--- config.mk ---
export PLATFORM = sky130hd
export DESIGN_NAME = cci_mpf_shim_rd_credit_flat
export DESIGN_NICKNAME = d
export VERILOG_FILES = /design/src/rtl/cci_mpf_shim_pkg.sv /design/src/rtl/cci_mpf_if.sv /design/src/rtl/cci_mpf_prim_sat_counter.sv /design/src/rtl/cci_mpf_shim_rd_credit.sv /design/src/flat_wrapper.sv
export SDC_FILE = /design/constraint.sdc
export NUM_CORES = 1
export LEC_CHECK = 0
export CAP_MARGIN = 30
export CORE_AREA = 3 3 293 295
export DETAILED_ROUTE_END_ITERATION = 16
export DIE_AREA = 0 0 296 298
export SYNTH_ARGS = -nofsm -noshare
export SYNTH_HDL_FRONTEND = slang
export SYNTH_HIERARCHICAL = 1
export SYNTH_SLANG_ARGS = --single-unit
--- constraint.sdc ---
create_clock -name clk -period 5.05 [get_ports clk]
set_clock_uncertainty 0.15 [all_clocks]
set_input_delay 0.7575 -clock clk [delete_from_list [all_inputs] [get_ports clk]]
set_output_delay 0.7575 -clock clk [all_outputs]
set_load 0.05 [all_outputs]
--- src/rtl/cci_mpf_shim_pkg.sv ---
// Shared types and request/response classifiers for the MPF read-credit shim.
package cci_mpf_shim_pkg;

    localparam int unsigned CCI_CLADDR_WIDTH = 42;
    localparam int unsigned CCI_MDATA_WIDTH  = 16;
    localparam int unsigned CCI_DATA_WIDTH   = 64;
    localparam int unsigned CCI_TID_WIDTH    = 9;

    // Default read cap; the counter type below is sized to hold it without wrap.
    localparam int unsigned MAX_RD_INFLIGHT_DEFAULT = 64;
    typedef logic [$clog2(MAX_RD_INFLIGHT_DEFAULT):0] t_rd_credit_cnt;

    typedef enum logic [3:0] {
        eREQ_RDLINE_I = 4'h0,
        eREQ_RDLINE_S = 4'h1,
        eREQ_WRLINE_I = 4'h2,
        eREQ_WRLINE_M = 4'h3,
        eREQ_WRFENCE  = 4'h4,
        eREQ_INTR     = 4'h6
    } t_cci_req;

    typedef enum logic [3:0] {
        eRSP_RDLINE  = 4'h0,
        eRSP_WRLINE  = 4'h1,
        eRSP_WRFENCE = 4'h4,
        eRSP_UMSG    = 4'h5,
        eRSP_INTR    = 4'h8
    } t_cci_rsp;

    typedef struct packed {
        logic                        valid;
        t_cci_req                    req_type;
        logic [CCI_CLADDR_WIDTH-1:0] address;
        logic [CCI_MDATA_WIDTH-1:0]  mdata;
    } t_if_cci_mpf_c0_Tx;

    typedef struct packed {
        logic                        valid;
        t_cci_req                    req_type;
        logic [CCI_CLADDR_WIDTH-1:0] address;
        logic [CCI_MDATA_WIDTH-1:0]  mdata;
        logic [CCI_DATA_WIDTH-1:0]   data;
    } t_if_cci_c1_Tx;

    typedef struct packed {
        logic                       mmioRdValid;
        logic [CCI_TID_WIDTH-1:0]   tid;
        logic [CCI_DATA_WIDTH-1:0]  data;
    } t_if_cci_c2_Tx;

    typedef struct packed {
        logic                       rspValid;
        t_cci_rsp                   resp_type;
        logic [CCI_MDATA_WIDTH-1:0] mdata;
        logic [CCI_DATA_WIDTH-1:0]  data;
    } t_if_cci_c0_Rx;

    typedef struct packed {
        logic                       rspValid;
        t_cci_rsp                   resp_type;
        logic [CCI_MDATA_WIDTH-1:0] mdata;
    } t_if_cci_c1_Rx;

    // A c0 request that will consume a read credit.
    function automatic logic isReadReq(input t_if_cci_mpf_c0_Tx r);
        return r.valid && ((r.req_type == eREQ_RDLINE_S) || (r.req_type == eREQ_RDLINE_I));
    endfunction

    // A c0 response that returns a read credit.
    function automatic logic isReadRsp(input t_if_cci_c0_Rx r);
        return r.rspValid && (r.resp_type == eRSP_RDLINE);
    endfunction

endpackage

--- src/rtl/cci_mpf_if.sv ---
// Minimal MPF CCI connection bundle seen by the shim on each side.
interface cci_mpf_if;
    import cci_mpf_shim_pkg::*;

    logic              reset_n;
    t_if_cci_mpf_c0_Tx c0Tx;
    logic              c0TxAlmFull;
    t_if_cci_c1_Tx     c1Tx;
    logic              c1TxAlmFull;
    t_if_cci_c2_Tx     c2Tx;
    t_if_cci_c0_Rx     c0Rx;
    t_if_cci_c1_Rx     c1Rx;

    // Shim view toward the FIU: drives requests, receives responses.
    modport to_fiu (
        input  reset_n,
        output c0Tx, c1Tx, c2Tx,
        input  c0TxAlmFull, c1TxAlmFull, c0Rx, c1Rx
    );

    // Shim view toward the AFU: receives requests, drives responses.
    modport to_afu (
        output reset_n,
        input  c0Tx, c1Tx, c2Tx,
        output c0TxAlmFull, c1TxAlmFull, c0Rx, c1Rx
    );
endinterface

--- src/rtl/cci_mpf_prim_sat_counter.sv ---
// Saturating up/down counter with sticky overflow/underflow flags.
// Simultaneous inc and dec cancel; inc at MAX_VAL or dec at 0 holds the
// count and raises the corresponding flag.
module cci_mpf_prim_sat_counter #(
    parameter int unsigned MAX_VAL = 64,
    parameter int unsigned WIDTH   = $clog2(MAX_VAL) + 1
) (
    input  logic             clk,
    input  logic             reset_n,
    input  logic             inc,
    input  logic             dec,
    output logic [WIDTH-1:0] cnt,
    output logic [WIDTH-1:0] cnt_next,
    output logic             err_overflow,
    output logic             err_underflow
);
    localparam logic [WIDTH-1:0] MAX_CNT = WIDTH'(MAX_VAL);

    logic [WIDTH-1:0] cnt_d, cnt_q;
    logic             ovf_d, ovf_q;
    logic             unf_d, unf_q;

    // Next count and sticky error flags from this cycle's inc/dec.
    always_comb begin
        cnt_d = cnt_q;
        ovf_d = ovf_q;
        unf_d = unf_q;
        if (inc && !dec) begin
            if (cnt_q == MAX_CNT) ovf_d = 1'b1;
            else                  cnt_d = cnt_q + 1'b1;
        end else if (dec && !inc) begin
            if (cnt_q == '0) unf_d = 1'b1;
            else             cnt_d = cnt_q - 1'b1;
        end
    end

    // Count and flags register; synchronous active-low reset.
    always_ff @(posedge clk) begin
        if (!reset_n) begin
            cnt_q <= '0;
            ovf_q <= 1'b0;
            unf_q <= 1'b0;
        end else begin
            cnt_q <= cnt_d;
            ovf_q <= ovf_d;
            unf_q <= unf_d;
        end
    end

    assign cnt           = cnt_q;
    assign cnt_next      = cnt_d;
    assign err_overflow  = ovf_q;
    assign err_underflow = unf_q;
endmodule

--- src/rtl/cci_mpf_shim_rd_credit.sv ---
// Read-credit shim: limits outstanding c0 reads by raising the AFU-facing
// c0TxAlmFull early, registers the c0 request path by one stage and passes
// all other channels straight through.
module cci_mpf_shim_rd_credit
    import cci_mpf_shim_pkg::*;
#(
    parameter int unsigned MAX_RD_INFLIGHT = 64,
    parameter int unsigned ALM_FULL_SLACK  = 8
) (
    input  logic                               clk,
    input  logic                               reset_n,
    cci_mpf_if.to_fiu                          fiu,
    cci_mpf_if.to_afu                          afu,
    output logic [$clog2(MAX_RD_INFLIGHT):0]   rd_inflight,
    output logic                               err_overflow,
    output logic                               err_underflow
);
    localparam int unsigned CNT_W = $clog2(MAX_RD_INFLIGHT) + 1;
    localparam logic [CNT_W-1:0] THROTTLE_AT = CNT_W'(MAX_RD_INFLIGHT - ALM_FULL_SLACK);

    logic              inc, dec;
    logic [CNT_W-1:0]  cnt_next;
    t_if_cci_mpf_c0_Tx c0tx_d, c0tx_q;
    logic              throttle_d, throttle_q;

    assign afu.reset_n = fiu.reset_n;

    // Credits are taken on the AFU side so the stage adds no slack to the cap.
    assign inc = isReadReq(afu.c0Tx);
    assign dec = isReadRsp(fiu.c0Rx);

    cci_mpf_prim_sat_counter #(
        .MAX_VAL (MAX_RD_INFLIGHT),
        .WIDTH   (CNT_W)
    ) u_rd_cnt (
        .clk           (clk),
        .reset_n       (reset_n),
        .inc           (inc),
        .dec           (dec),
        .cnt           (rd_inflight),
        .cnt_next      (cnt_next),
        .err_overflow  (err_overflow),
        .err_underflow (err_underflow)
    );

    // Next staged request and throttle, judged on the post-update count.
    always_comb begin
        c0tx_d     = afu.c0Tx;
        throttle_d = (cnt_next >= THROTTLE_AT);
    end

    // c0 request stage and throttle; throttle comes out of reset asserted.
    always_ff @(posedge clk) begin
        if (!reset_n) begin
            c0tx_q     <= '0;
            throttle_q <= 1'b1;
        end else begin
            c0tx_q     <= c0tx_d;
            throttle_q <= throttle_d;
        end
    end

    assign fiu.c0Tx        = c0tx_q;
    assign afu.c0TxAlmFull = fiu.c0TxAlmFull | throttle_q;

    assign fiu.c1Tx        = afu.c1Tx;
    assign fiu.c2Tx        = afu.c2Tx;
    assign afu.c0Rx        = fiu.c0Rx;
    assign afu.c1Rx        = fiu.c1Rx;
    assign afu.c1TxAlmFull = fiu.c1TxAlmFull;
endmodule

--- src/flat_wrapper.sv ---
// flat-port wrapper written by rule: the top's interface ports become plain ports
module cci_mpf_shim_rd_credit_flat import cci_mpf_shim_pkg::*;
#(
    parameter int unsigned MAX_RD_INFLIGHT = 64,
    parameter int unsigned ALM_FULL_SLACK  = 8
)
  (clk, reset_n, rd_inflight, err_overflow, err_underflow, fiu_reset_n, fiu_c0Tx, fiu_c1Tx, fiu_c2Tx, fiu_c0TxAlmFull, fiu_c1TxAlmFull, fiu_c0Rx, fiu_c1Rx, afu_reset_n, afu_c0Tx, afu_c1Tx, afu_c2Tx, afu_c0TxAlmFull, afu_c1TxAlmFull, afu_c0Rx, afu_c1Rx);
  cci_mpf_if fiu_i ();
  cci_mpf_if afu_i ();
  input  logic clk;
  input  logic reset_n;
  output logic [$clog2(MAX_RD_INFLIGHT):0] rd_inflight;
  output logic err_overflow;
  output logic err_underflow;
  input wire logic [$bits(fiu_i.reset_n)-1:0] fiu_reset_n;
  output wire logic [$bits(fiu_i.c0Tx)-1:0] fiu_c0Tx;
  output wire logic [$bits(fiu_i.c1Tx)-1:0] fiu_c1Tx;
  output wire logic [$bits(fiu_i.c2Tx)-1:0] fiu_c2Tx;
  input wire logic [$bits(fiu_i.c0TxAlmFull)-1:0] fiu_c0TxAlmFull;
  input wire logic [$bits(fiu_i.c1TxAlmFull)-1:0] fiu_c1TxAlmFull;
  input wire logic [$bits(fiu_i.c0Rx)-1:0] fiu_c0Rx;
  input wire logic [$bits(fiu_i.c1Rx)-1:0] fiu_c1Rx;
  output wire logic [$bits(afu_i.reset_n)-1:0] afu_reset_n;
  input wire logic [$bits(afu_i.c0Tx)-1:0] afu_c0Tx;
  input wire logic [$bits(afu_i.c1Tx)-1:0] afu_c1Tx;
  input wire logic [$bits(afu_i.c2Tx)-1:0] afu_c2Tx;
  output wire logic [$bits(afu_i.c0TxAlmFull)-1:0] afu_c0TxAlmFull;
  output wire logic [$bits(afu_i.c1TxAlmFull)-1:0] afu_c1TxAlmFull;
  output wire logic [$bits(afu_i.c0Rx)-1:0] afu_c0Rx;
  output wire logic [$bits(afu_i.c1Rx)-1:0] afu_c1Rx;
  assign fiu_i.reset_n = fiu_reset_n;
  assign fiu_c0Tx = fiu_i.c0Tx;
  assign fiu_c1Tx = fiu_i.c1Tx;
  assign fiu_c2Tx = fiu_i.c2Tx;
  assign fiu_i.c0TxAlmFull = fiu_c0TxAlmFull;
  assign fiu_i.c1TxAlmFull = fiu_c1TxAlmFull;
  assign fiu_i.c0Rx = fiu_c0Rx;
  assign fiu_i.c1Rx = fiu_c1Rx;
  assign afu_reset_n = afu_i.reset_n;
  assign afu_i.c0Tx = afu_c0Tx;
  assign afu_i.c1Tx = afu_c1Tx;
  assign afu_i.c2Tx = afu_c2Tx;
  assign afu_c0TxAlmFull = afu_i.c0TxAlmFull;
  assign afu_c1TxAlmFull = afu_i.c1TxAlmFull;
  assign afu_c0Rx = afu_i.c0Rx;
  assign afu_c1Rx = afu_i.c1Rx;
  cci_mpf_shim_rd_credit #(.MAX_RD_INFLIGHT(MAX_RD_INFLIGHT), .ALM_FULL_SLACK(ALM_FULL_SLACK)) u_core (.clk(clk), .reset_n(reset_n), .fiu(fiu_i), .afu(afu_i), .rd_inflight(rd_inflight), .err_overflow(err_overflow), .err_underflow(err_underflow));
endmodule
== After elaboration in Yosys (flattened, before gate mapping) ==
Cells that the tools add are included.
Word-level totals
  bits in registers: 73
  input port bits: 375
Operators by class
  add/subtract/negate cells: 2
  magnitude comparators: 1
  equality and inequality tests: 2
  mux-type cells: 4
  bitwise gates (word level): 2
  reductions and logical operators: 12
Operators with widths (number)
  7-bit two-way mux: 4
  4-bit zero test: 2
  7-bit by 1-bit adder with 7-bit output (second input constant): 1
  7-bit equality test (second input constant): 1
  7-bit by 6-bit >= comparator with 1-bit output (second input constant): 1
  7-bit zero test: 1
  7-bit by 1-bit subtractor with 7-bit output (second input constant): 1
  4-bit by 1-bit equality test with 1-bit output (second input constant): 1
  1-bit logical AND: 4
  3-bit AND reduction: 1
  1-bit zero test: 2
  2-bit AND reduction: 1
  1-bit logical OR: 1
  1-bit NOT: 1
  1-bit OR: 1

== Logic depth before layout (Yosys ltp) ==
  word-level depth: 8
  gate-level depth with buffers: 10
  mapped depth without buffers: 8

== Hierarchy ==
Netlist, hierarchy kept.
By module, submodules not included
  cci_mpf_shim_rd_credit: instances 1, cells each 448, area an instance 4080.2 sq um, sequential area each 1281.2 sq um
  cci_mpf_prim_sat_counter: instances 1, cells each 79, area an instance 680.7 sq um, sequential area each 180.2 sq um

== Worst setup path before layout ==
OpenSTA, ideal clock, no wires.
  path kind: in2reg
  start point: input fiu_c0Rx[81]
  end point: register u_core.throttle_q
  setup time: 0.122 ns
  arrival time: 2.295 ns
  required time: 4.778 ns
  setup slack: 2.482 ns
  stages on the path: 9
  path through: nor4_1 -> and2_1 -> buf_4 -> nand4bb_4 -> or4b_4 -> a31oi_1 -> a21oi_1 -> nand3_1 -> nand3b_1
On the way
  word-level cells in the longest chain between the ends: 6
  elaborated cells between the ends (all ways): 8
  classes of those cells: 1 x order compare; 2 x mux; 5 x reduce/logical
Ends and longest elaborated chain
  start, declared: RTL line flat_wrapper.sv:21  | input wire logic [$bits(fiu_i.c0Rx)-1:0] fiu_c0Rx;
  4-bit zero test *: RTL line cci_mpf_shim_pkg.sv:71  | return r.rspValid && (r.resp_type == eRSP_RDLINE);
  1-bit logical AND *: RTL line cci_mpf_shim_pkg.sv:71
  net u_core.dec: RTL line cci_mpf_shim_rd_credit.sv:21  | logic inc, dec;
  1-bit logical AND or 1-bit zero test (tied branches): RTL line cci_mpf_prim_sat_counter.sv:31, cci_mpf_prim_sat_counter.sv:28
  7-bit two-way mux or 1-bit logical AND (tied branches): RTL line cci_mpf_prim_sat_counter.sv:31, cci_mpf_prim_sat_counter.sv:28
  7-bit two-way mux *: RTL line cci_mpf_prim_sat_counter.sv:28  | if (inc && !dec) begin
  net u_core.cnt_next[3]: RTL line cci_mpf_shim_rd_credit.sv:22  | logic [CNT_W-1:0] cnt_next;
  7-bit by 6-bit >= comparator with 1-bit output *: RTL line cci_mpf_shim_rd_credit.sv:49  | throttle_d = (cnt_next >= THROTTLE_AT);
  end signal, assigned: RTL line cci_mpf_shim_rd_credit.sv:59  | throttle_q <= throttle_d;
  end, declared: RTL line cci_mpf_shim_rd_credit.sv:24  | logic throttle_d, throttle_q;
The timed path passes the listed nets; every way through them passes the cells marked *.
A chain may end at the register's enable or synchronous reset.

== Worst setup path after layout ==
Same ends and word-level chain as after synthesis.

==> metrics.csv <==
metric;value;unit
status;completed;
drtIter0Drc;100;
post-place-ws;1340;ps
fmax;0.304;GHz
htree_levels;3;
grt_pass1_vias;2601;
clock_path_buffers;2;
clk_pin_slew_worst_paths;60;ps
power;1.56;mW
finish.utilization;6.64;%
dieArea;88200;µm²
gp_congestion;0.817;
row_count;106;
grt_busiest_layer;met3;
cts_made_buffers;9;
viasPerCell;1.84;
leakage;1.68;nW
slew_violations;0;
drc_errors;0;
post_cts_buffers;0;
layout-drive-gt1-share;11.3;%
synth_area_per_cell;9.04;µm²
yosys_warnings;6;
ff2ff_setup_slack;2810;ps
crit_buf_inv;1;
critPathTopFamily;simple AND/OR/NAND/NOR gates;
cp_max_fo;10;
power_frac_comb;17.1;%
critPathSlowestCell;or4b_4;
cts_tree;yes;
cpPeakStageDelay;540;ps
setup_tns;0;ps
die_w;296;µm
grt_util_met1;2.86;%
synthesis.instances;526;
cp-start-kind;primary input;
p_switching;0.439;mW
first_pass_iters;4;
r2r-end;u_core/throttle_q;
r2r_cells;8;
ir_worst_vdd;0.170;mV
grt_pass1_wl;56.1;mm
max_cap_viol_count;0;
routed-via-count;2674;
clk_latency;350;ps
syn_nets;903;
hold_violations;0;
seq_power_share;39.3;%
synthToLayoutAreaGrowth;16.4;%
start_util;5.70;%
fin_nets;744;
cp-end-kind;register;
crit_path_cell_trace;clkdlybuf4s50_1, nor4_1, and2_1, nand4bb_4, or4b_4, a31oi_1, a21oi_1, nand3_1, nand3b_1;
num_io_pins;757;
cts_resized;0;
core_area;83400;µm²
maxSlewHeadroom;51.2;%
grtUsageMet3;23.2;%
period_needed;3280;ps
hold_path.class;reg2reg;
place_hpwl;48.4;mm
antenna_found_initial;2;
cts_root_buf;clkbuf_16;
numPortBuffers;148;
grt_max_degree;40;
grt_usage;11.0;%
required;5130;ps
pwr-share-clk;43.6;%
p_sw_share;28.2;%
setup.worst_path.class;in2reg;
setup_slack;1770;ps
grt.overflow.total;0;
hold-path-endpoint;u_core/u_rd_cnt/err_underflow;
p_int;1.12;mW
setup_viol;0;
wl_per_cell;35.1;µm
routed_wl;50.9;mm
rsz0062_at_grt;false;
use_met2;16.0;%
numClockSinks;73;
fin_crit_sh;65.0;%
dieHeight;298;µm
hold_depth;2;
synth_area;4760;µm²
min_from;u_core/u_rd_cnt/err_underflow;
ant_nets;0;
cp.arrival;3360;ps
insertedDiodeCount;0;
seq_area;1460;µm²
p_per_area;282;nW/µm²
hold_buffers;0;
r2r-start;u_core/u_rd_cnt/cnt[0];
tightest_slew;730;ps
multi_input_area;902;µm²
fillerInstances;9748;
-- how the worst max path moves through the flow --
stage / slack, ps / cells after the start / to / from
3_3_place_gp: 1300 / 9 / u_core/throttle_q / fiu_c0Rx[81]
4_1_cts: 1710 / 9 / u_core/throttle_q / fiu_c0Rx[81]
2_1_floorplan: 2480 / 9 / u_core/throttle_q / fiu_c0Rx[81]
3_5_place_dp: 1340 / 9 / u_core/throttle_q / fiu_c0Rx[81]
5_1_grt: 1630 / 9 / u_core/throttle_q / fiu_c0Rx[81]
6_report: 1770 / 9 / u_core/throttle_q / fiu_c0Rx[81]
-- worst min-delay path: stages, from the launching register on --
cell     delay [ps]
dfxtp_1         330
inv_1            50
a21oi_1          50
-- power by group through the flow --
stage	combinational [mW]	clock, mW	sequential (mW)
finish	0.266	0.680	0.613
global placement	0.270	0	0.626
CTS	0.271	0.718	0.613
floorplan	0.694	0	0.722
global route	0.280	0.736	0.615
detailed placement	0.270	0	0.626
-- cell type report --
class | count | share of cell area, %
Inverter | 5 | 0.339
Sequential cell | 73 | 26.4
Timing Repair Buffer | 150 | 26.9
Clock inverter | 6 | 1.31
Tap cell | 1080 | 24.4
Multi-Input combinational cell | 128 | 16.3
Clock buffer | 10 | 4.32
-- layer usage --
layer | vias up | part of all wire (%)
li1 | 1020 | -
met1 | 1054 | 9.8
met2 | 499 | 41
met3 | 101 | 45
met4 | 0 | 4.5
met5 | - | 0
-- flip-flops by register name, summed over array words and instances, names as in the netlist --
name                           cells
u_core/fiu.c0Tx                   63
u_core/u_rd_cnt/err_underflow      1
u_core/u_rd_cnt/err_overflow       1
u_core/u_rd_cnt/cnt                7
u_core/throttle_q                  1
-- through the flow --
stage,instance area [µm²],std cells,hold WS (ps)
floorplan,4760,526,513
global placement,5230,1436,324
detailed placement,5230,1436,334
CTS,5540,1452,342
global route,5540,1452,348
finish,5540,1452,326
-- cell usage in the layout (no fill, tap or decap), drive strengths merged, types with 2 or more instances in the layout --
cell	n
a21oi	6
nand2	4
and2	68
xnor2	3
clkbuf	10
nor3	2
dfxtp	73
inv	8
a31oi	4
ha	2
a22oi	2
buf	3
clkdlybuf4s50	147
nor2b	2
nor2	4
nand3	3
a211oi	3
Note: power is estimated with default switching activity, not from simulation.
